`config.mk`:
```
export PLATFORM = sky130hd
export DESIGN_NAME = lsu_mem_stage
export DESIGN_NICKNAME = d
export VERILOG_FILES = /design/src/rtl/lsu_mem_stage.sv
export SDC_FILE = /design/constraint.sdc
export NUM_CORES = 1
export LEC_CHECK = 0
export CORE_AREA = 2 2 122 124
export DETAILED_ROUTE_END_ITERATION = 7
export DIE_AREA = 0 0 124 126
export PLACE_DENSITY = 0.74
export SLEW_MARGIN = 20
export SYNTH_ARGS = -nofsm -noshare
export SYNTH_HDL_FRONTEND = slang
export SYNTH_SLANG_ARGS = --single-unit
```
`constraint.sdc`:
```
create_clock -name clk -period 5.8 [get_ports clk]
set_input_delay 1.16 -clock clk [delete_from_list [all_inputs] [get_ports clk]]
set_output_delay 1.16 -clock clk [all_outputs]
set_load 0.005 [all_outputs]
```
`src/rtl/lsu_mem_stage.sv`:
```
// lsu_mem_stage: MEM-stage load/store unit for an RV32I/RV64I pipeline.
// Accepts one load or store from EX/MEM, holds the D-cache request stable
// until data_resp, and returns extended load data to MEM/WB.
//
// Ports:
//   clk, rst            clock, synchronous active-low reset
//   op_valid            EX/MEM holds a valid instruction
//   op_load, op_store   instruction class (never both)
//   op_funct3           RISC-V size/sign field
//   op_addr             effective address
//   op_wdata            rs2 value, not yet lane-aligned
//   op_rd               destination register of a load
//   flush               kill the MEM-stage instruction
//   stall               freeze IF through EX/MEM
//   data_read/write     D-cache request strobes, held while busy
//   data_addr           word-aligned request address
//   data_mbe            byte enables
//   data_wdata          lane-aligned store data
//   data_resp           one-cycle completion pulse from the cache
//   data_rdata          read data, valid with data_resp
//   wb_valid            one-cycle pulse: load result on wb_rd/wb_data
//   fault, fault_cause  one-cycle exception pulse and its cause
//                       (0 load misaligned, 1 store misaligned, 2 illegal size)
module lsu_mem_stage #(
  parameter int XLEN   = 32,
  parameter int ADDR_W = 32
) (
  input  logic              clk,
  input  logic              rst,
  input  logic              op_valid,
  input  logic              op_load,
  input  logic              op_store,
  input  logic [2:0]        op_funct3,
  input  logic [ADDR_W-1:0] op_addr,
  input  logic [XLEN-1:0]   op_wdata,
  input  logic [4:0]        op_rd,
  input  logic              flush,
  output logic              stall,
  output logic              data_read,
  output logic              data_write,
  output logic [ADDR_W-1:0] data_addr,
  output logic [XLEN/8-1:0] data_mbe,
  output logic [XLEN-1:0]   data_wdata,
  input  logic              data_resp,
  input  logic [XLEN-1:0]   data_rdata,
  output logic              wb_valid,
  output logic [4:0]        wb_rd,
  output logic [XLEN-1:0]   wb_data,
  output logic              fault,
  output logic [1:0]        fault_cause
);

  localparam int NB  = XLEN / 8;
  localparam int OFS = $clog2(NB);

  // Byte lanes [ofs, ofs + 2**sz) are enabled; lanes past NB fall away.
  function automatic logic [NB-1:0] byte_mask(input logic [1:0] sz,
                                              input logic [OFS-1:0] ofs);
    int lo;
    int hi;
    lo = int'(ofs);
    hi = lo + (1 << sz);
    for (int i = 0; i < NB; i++) byte_mask[i] = (i >= lo) && (i < hi);
  endfunction

  // Bring the addressed bytes down to lane 0, keep 2**sz bytes, then
  // sign-extend from the top kept bit unless funct3[2] asks for zero fill.
  function automatic logic [XLEN-1:0] load_extend(input logic [XLEN-1:0] raw,
                                                  input logic [OFS-1:0]  ofs,
                                                  input logic [2:0]      f3);
    logic [XLEN-1:0] sh;
    logic            fill;
    int              top;
    sh   = raw >> {ofs, 3'b000};
    top  = (8 << f3[1:0]) - 1;
    if (top > XLEN - 1) top = XLEN - 1;
    fill = 1'b0;
    for (int i = 0; i < XLEN; i++) if (i == top) fill = ~f3[2] & sh[i];
    for (int i = 0; i < XLEN; i++) load_extend[i] = (i <= top) ? sh[i] : fill;
  endfunction

  logic              r_busy;
  logic              r_kill;
  logic              r_load;
  logic [ADDR_W-1:0] r_addr;
  logic [OFS-1:0]    r_ofs;
  logic [2:0]        r_f3;
  logic [4:0]        r_rd;
  logic [NB-1:0]     r_mbe;
  logic [XLEN-1:0]   r_wdata;
  logic              r_wb_valid;
  logic [4:0]        r_wb_rd;
  logic [XLEN-1:0]   r_wb_data;
  logic              r_fault;
  logic [1:0]        r_cause;

  logic [1:0]     w_size;
  logic [OFS-1:0] w_ofs;
  logic [3:0]     w_lowmask;
  logic           w_illegal;
  logic           w_misal;
  logic           w_cand;
  logic           w_accept;
  logic           w_fault;
  logic [1:0]     w_cause;

  assign w_size    = op_funct3[1:0];
  assign w_ofs     = op_addr[OFS-1:0];
  assign w_lowmask = (4'd1 << w_size) - 4'd1;

  // Illegal size: doubleword on RV32, any unsigned store, LWU on RV32.
  assign w_illegal = ((XLEN == 32) && (w_size == 2'd3))
                   || (op_store && op_funct3[2])
                   || ((XLEN == 32) && op_load && (op_funct3 == 3'b110));
  assign w_misal   = |(w_ofs & w_lowmask[OFS-1:0]);

  // A memory op that could be taken this cycle if it were well formed.
  assign w_cand   = ~r_busy & op_valid & (op_load | op_store) & ~flush;
  assign w_accept = w_cand & ~w_illegal & ~w_misal;
  assign w_fault  = w_cand & (w_illegal | w_misal);
  assign w_cause  = w_illegal ? 2'd2 : (op_load ? 2'd0 : 2'd1);

  // Low in the response cycle so the pipeline advances on the same edge
  // that returns to IDLE; the held op is never taken twice.
  assign stall = w_accept | (r_busy & ~data_resp);

  assign data_read   = r_busy & r_load;
  assign data_write  = r_busy & ~r_load;
  assign data_addr   = r_busy ? r_addr  : '0;
  assign data_mbe    = r_busy ? r_mbe   : '0;
  assign data_wdata  = r_busy ? r_wdata : '0;
  assign wb_valid    = r_wb_valid;
  assign wb_rd       = r_wb_rd;
  assign wb_data     = r_wb_data;
  assign fault       = r_fault;
  assign fault_cause = r_cause;

  // Control and result registers.
  always_ff @(posedge clk) begin
    if (!rst) begin
      r_busy     <= 1'b0;
      r_kill     <= 1'b0;
      r_wb_valid <= 1'b0;
      r_wb_rd    <= '0;
      r_wb_data  <= '0;
      r_fault    <= 1'b0;
      r_cause    <= '0;
    end else begin
      r_wb_valid <= 1'b0;
      r_fault    <= w_fault;
      if (w_fault) r_cause <= w_cause;
      if (w_accept) begin
        r_busy <= 1'b1;
        r_kill <= 1'b0;
      end else if (r_busy) begin
        if (data_resp) begin
          r_busy <= 1'b0;
          // A flush arriving together with the response still kills it.
          if (r_load && !(r_kill || flush)) begin
            r_wb_valid <= 1'b1;
            r_wb_rd    <= r_rd;
            r_wb_data  <= load_extend(data_rdata, r_ofs, r_f3);
          end
        end else if (flush) begin
          r_kill <= 1'b1;
        end
      end
    end
  end

  // Request capture; only observed while busy, so no reset needed.
  always_ff @(posedge clk) begin
    if (w_accept) begin
      r_load  <= op_load;
      r_addr  <= {op_addr[ADDR_W-1:OFS], {OFS{1'b0}}};
      r_ofs   <= w_ofs;
      r_f3    <= op_funct3;
      r_rd    <= op_rd;
      r_mbe   <= byte_mask(w_size, w_ofs);
      r_wdata <= op_wdata << {w_ofs, 3'b000};
    end
  end

endmodule

```
After elaboration in Yosys (flattened, before gate mapping)
Index checks and enable logic that the tools add are counted.
{ "totals": {"out_inout_bits": 112, "word_cells": 244, "ff_bits": 120, "in_bits": 111} }
{ "classes": {"n_reduce_logical": 16, "mux": 79, "shift": 5, "bitwise": 54, "n_addsub": 3, "order_cmp": 40, "eq_ne": 33} }
{ "op_table": {"columns": ["op", "n"], "rows": [
  ["6-bit by 32-bit equality test with 1-bit output, first input constant", 16],
  ["6-bit by 32-bit <= comparator with 1-bit output, first input constant", 16],
  ["5-bit by 32-bit equality test with 1-bit output, first input constant", 8],
  ["5-bit by 32-bit <= comparator with 1-bit output, first input constant", 8],
  ["32-bit 2-to-1 mux", 8],
  ["4-bit by 32-bit equality test with 1-bit output, first input constant", 4],
  ["4-bit by 32-bit <= comparator with 1-bit output, first input constant", 4],
  ["1-bit 2-to-1 mux", 69],
  ["3-bit by 32-bit equality test with 1-bit output, first input constant", 2],
  ["3-bit by 32-bit <= comparator with 1-bit output, first input constant", 2],
  ["3-bit by 32-bit less-than comparator with 1-bit output, first input constant", 2],
  ["1-bit AND", 41],
  ["3-bit by 32-bit adder with 32-bit output", 1],
  ["2-bit by 32-bit equality test with 1-bit output, first input constant", 1],
  ["32-bit by 6-bit greater-than comparator with 1-bit output, second input constant", 1],
  ["1-bit by 32-bit <= comparator with 1-bit output, first input constant", 1],
  ["2-bit by 32-bit <= comparator with 1-bit output, first input constant", 1],
  ["32-bit logical NOT", 1],
  ["1-bit by 32-bit less-than comparator with 1-bit output, first input constant", 1],
  ["2-bit by 32-bit less-than comparator with 1-bit output, first input constant", 1],
  ["1-bit by 2-bit left shift with 32-bit output, first input constant", 1],
  ["32-bit by 5-bit left shift with 32-bit output", 1],
  ["4-bit by 2-bit left shift with 32-bit output, first input constant", 1],
  ["32-bit by 5-bit >> shifter with 32-bit output", 1],
  ["19 further kinds", 38]
]} }

Depth between registers and ports, before layout
{ "logic_depth": {"depth_word": 43, "ltp_mapped": 8} }

Worst setup path before layout
No wires, ideal clock.
{ "synth_path": {"path_type": "input-to-output", "from": "input port op_funct3[0]", "to": "output port stall", "arrival_time_ps": 4018, "stages": 6, "required_ps": 4640, "slack_ps": 622, "n_path_buf": 0, "cell_sequence": "nor2_1 -> inv_1 -> ha_1 -> a21oi_1 -> and3_1 -> or2_2"} }
{ "synth_via": {"elab_chain_len": 7, "elab_cells_between_ends": 14, "cone_classes": "add/sub: 1; eq/ne: 2; shift: 1; bitwise: 6; reduce/logical: 4"} }
{ "synth_rtl": {"columns": ["item", "line_no", "rtl"], "rows": [
  ["from (decl)", "33", "input logic [2:0] op_funct3,"],
  ["1-bit by 2-bit left shift with 2-bit output (tied with other cells)", "109", "assign w_lowmask = (4'd1 << w_size) - 4'd1;"],
  ["2-bit by 1-bit subtractor with 2-bit output (tied with other cells)", "109", null],
  ["2-bit AND or 1-bit logical OR (tied branches)", "115, 114", null],
  ["2-bit OR reduction or 1-bit NOT (tied branches)", "115, 119", null],
  ["1-bit NOT or 1-bit AND (tied branches)", "119", "assign w_accept = w_cand & ~w_illegal & ~w_misal;"],
  ["1-bit AND (*)", "119", null],
  ["net w_accept", "103", "logic w_accept;"],
  ["1-bit bitwise OR (*)", "125", "assign stall = w_accept | (r_busy & ~data_resp);"],
  ["to (decl)", "38", "output logic stall,"]
]} }
The timed path passes the listed nets; every way through them passes the cells marked *.

Worst setup path in the final report
{ "layout_path": {"from": "input port op_funct3[1]", "to": "output port stall"} }
Same word-level chain as after synthesis.

==> impl_metrics.py <==
metrics = {
    "outcome": {
        "status": "completed",
    },
    "logic_synthesis": {
        "ys_ff_latch": 120,
        "synth.yosys.seq_area_share": 0.5603,
        "synth_edf_count": 77,
        "yosys_warnings": 0,
        "syn_area_per_cell_sq_um": 11.49,
        "syn_inst": 493,
        "synth.distinct_cells": 48,
        "synth-main-ff-cell": "edfxtp_1",
        "syn_area_sq_mm": 0.005663,
        "async_flop_share": 0,
    },
    "power": {
        "peakVddDrop_v": 0.0001845,
        "power_density_mw_per_mm2": 251.1,
        "p_total_mw": 2.146,
        "p_leak_nw": 3.093,
    },
    "critical_path": {
        "crit_path_end_kind": "output pin",
        "path_cells": "clkdlybuf4s50_1 > nor2_1 > inv_1 > ha_1 > a21oi_1 > and3_4 > or2_2 > clkdlybuf4s50_1",
        "slowest_stage": "clkdlybuf4s50_1",
        "cp_common_cell": "clkdlybuf4s50_1",
        "critPathLaunchType": "input pin",
        "worstSetupPathType": "in -> out",
        "crit_fanout": 7,
        "slowest_delay_ns": 0.52,
        "worstPathRequired_ns": 4.64,
        "arrival_ns": 3.29,
    },
    "clock_network": {
        "cts_resized": 0,
        "cts_setup_buffers": 0,
        "cts.root.buffer_cell": "clkbuf_16",
        "tritoncts": "done",
        "clkSinkCount": 120,
        "path_clk_slew_ns": 0.05,
        "numCtsBuffers": 17,
        "htreeDepth": 4,
        "clk_latency_ns": 0.41,
        "hold_buffers": 0,
        "cts_buffer_depth": 2,
    },
    "placement": {
        "place_congestion": 0.8458,
        "pre_cts_slack_ns": 1.355,
        "dp_hpwl_microns": 11240,
        "portBuffers": 220,
        "place_area_sq_mm": 0.007973,
    },
    "cells_and_area": {
        "n_antenna_cell": 0,
        "nFillCells": 1182,
        "fin_area_sq_mm": 0.008549,
        "syn_to_final_growth_pct": 50.97,
        "drive_above_1_share": 0.09179,
        "final_common_cell": "clkdlybuf4s50_1",
        "nets": 823,
        "final_cell_mix": "220 x clkdlybuf4s50_1, 84 x and2_1, 77 x edfxtp_1, 43 x nand2_1, 42 x dfxtp_1",
    },
    "timing": {
        "hold_viol": 0,
        "max_freq_mhz": 224.7,
        "slew_headroom": 0.2669,
        "skew_ns": 0.003888,
        "setup_tns_ns": 0,
        "layout_worst_path_cycle_share": 0.7671,
        "period_minus_slack_ns": 4.449,
        "drv_slew": 0,
        "setup_ws_ns": 1.351,
        "setup_violations": 0,
        "tightest_slew_ns": 1.100,
        "rsz0062_at_grt": "false",
    },
    "floorplanning": {
        "coreArea_sq_mm": 0.01431,
        "die_h_microns": 126,
        "pin_count": 223,
        "die_w_microns": 124,
        "initial_core_util": 0.3956,
        "die_area_sq_mm": 0.01562,
        "fp-row-count": 44,
    },
    "grt": {
        "globalRouteOverflowTotal": 0,
        "first_global_vias": 4766,
        "grt_pass1_wl_microns": 24140,
        "antenna_found_initial": 0,
        "grt_start_max_net_pins": 80,
        "grt_usage": 0.2027,
    },
    "routing": {
        "via_count": 4600,
        "antenna_left": 0,
        "wirelength_microns": 15530,
        "routedWlPerCell_microns": 17.20,
        "drc": 0,
        "dr.first_iter.drc_count": 219,
        "vias_per_cell": 5.094,
        "drt_pass1_iterations": 5,
    },
    "hold_path": {
        "worst_hold_path_type": "reg -> reg",
    },
    "job": {
        "drv_cap": 0,
    },
}
-- cell usage after synthesis (all sizes together) (7+ instances only) --
library cell | instances | area [sq um]
o221a | 9 | 101.4
dfxtp | 43 | 860.8
inv | 10 | 37.54
edfxtp | 77 | 2312
mux2i | 24 | 240.2
mux2 | 15 | 172.7
nor2b | 13 | 81.33
a211oi | 10 | 75.07
nand2 | 43 | 161.4
o211ai | 9 | 67.56
a221o | 7 | 70.07
clkbuf | 23 | 120.1
a21oi | 33 | 168.9
and2 | 85 | 534.3
o21ai | 17 | 96.35
buf | 9 | 50.05
nor2 | 20 | 75.07
-- area by class of cell --
| class | instances | area [sq um] | area share |
|---|---|---|---|
| well taps | 184 | 230.2 | 0.02693 |
| clock inverters | 15 | 151.4 | 0.01771 |
| multi-input cells | 332 | 2291 | 0.2680 |
| repair buffers | 225 | 2240 | 0.2620 |
| inverters | 10 | 37.54 | 0.004390 |
| flip-flops and latches | 120 | 3174 | 0.3713 |
| clock buffers | 17 | 425.4 | 0.04976 |
-- flip-flops by register name (all words and copies together) (netlist names) --
| name | flops |
|---|---|
| r_wdata | 32 |
| wb_data | 32 |
| r_addr | 30 |
| r_rd | 5 |
| wb_rd | 5 |
| r_mbe | 4 |
| r_f3 | 3 |
| fault_cause | 2 |
| r_ofs | 2 |
| fault | 1 |
| r_busy | 1 |
| r_kill | 1 |
| r_load | 1 |
| wb_valid | 1 |
-- through the flow --
stage                       util  cells  hold WS (ns)
after floorplan                -    494        0.4527
after global placement    0.5570    871        0.4474
after detailed placement  0.5570    871        0.4516
after CTS                 0.5973    903        0.4605
after global routing      0.5973    903        0.4781
final                     0.5973    903        0.4587
-- routing by layer --
metal	part of all wire	GRT usage
met1	0.39	0.2275
met4	0.031	0.09451
met5	0	0
met2	0.46	0.3248
met3	0.12	0.09511
-- critical path: cells and delay by family --
family                     cells  cell delay [ns]
adders and majority gates      1             0.18
buffers and inverters          3             1.07
AOI/OAI and AO/OA              1             0.34
and+or+nand+nor                3             0.54
-- power by group --
group | switching [mW] | total, mW | internal (mW)
registers | 0.00643 | 0.930 | 0.923
logic | 0.0794 | 0.191 | 0.112
clock network | 0.395 | 1.03 | 0.630
total | 0.481 | 2.15 | 1.67
-- cells by family after synthesis --
logic type               after synthesis  share of synthesized area
AO/OA/AOI/OAI                        102                     0.1330
AND/OR/NAND/NOR                      181                     0.1763
XOR/XNOR                               1                   0.001547
buffers and inverters                 42                    0.03668
multiplexers                          40                    0.07689
other                                  1                  0.0006622
flip-flops                           120                     0.5603
adder cells (fa/ha/maj)                6                    0.01458
-- worst paths after layout --
path / startpoint / end / slack (ns) / cells after the start
setup reg to reg: r_busy / wb_data[9] / 3.26 / 4
hold / removal: wb_data[1] / wb_data[1] / 0.46 / 2
hold reg to reg: wb_data[1] / wb_data[1] / 0.46 / 2
setup / recovery: op_funct3[1] / stall / 1.35 / 8
(Power assumes the default switching activity.)
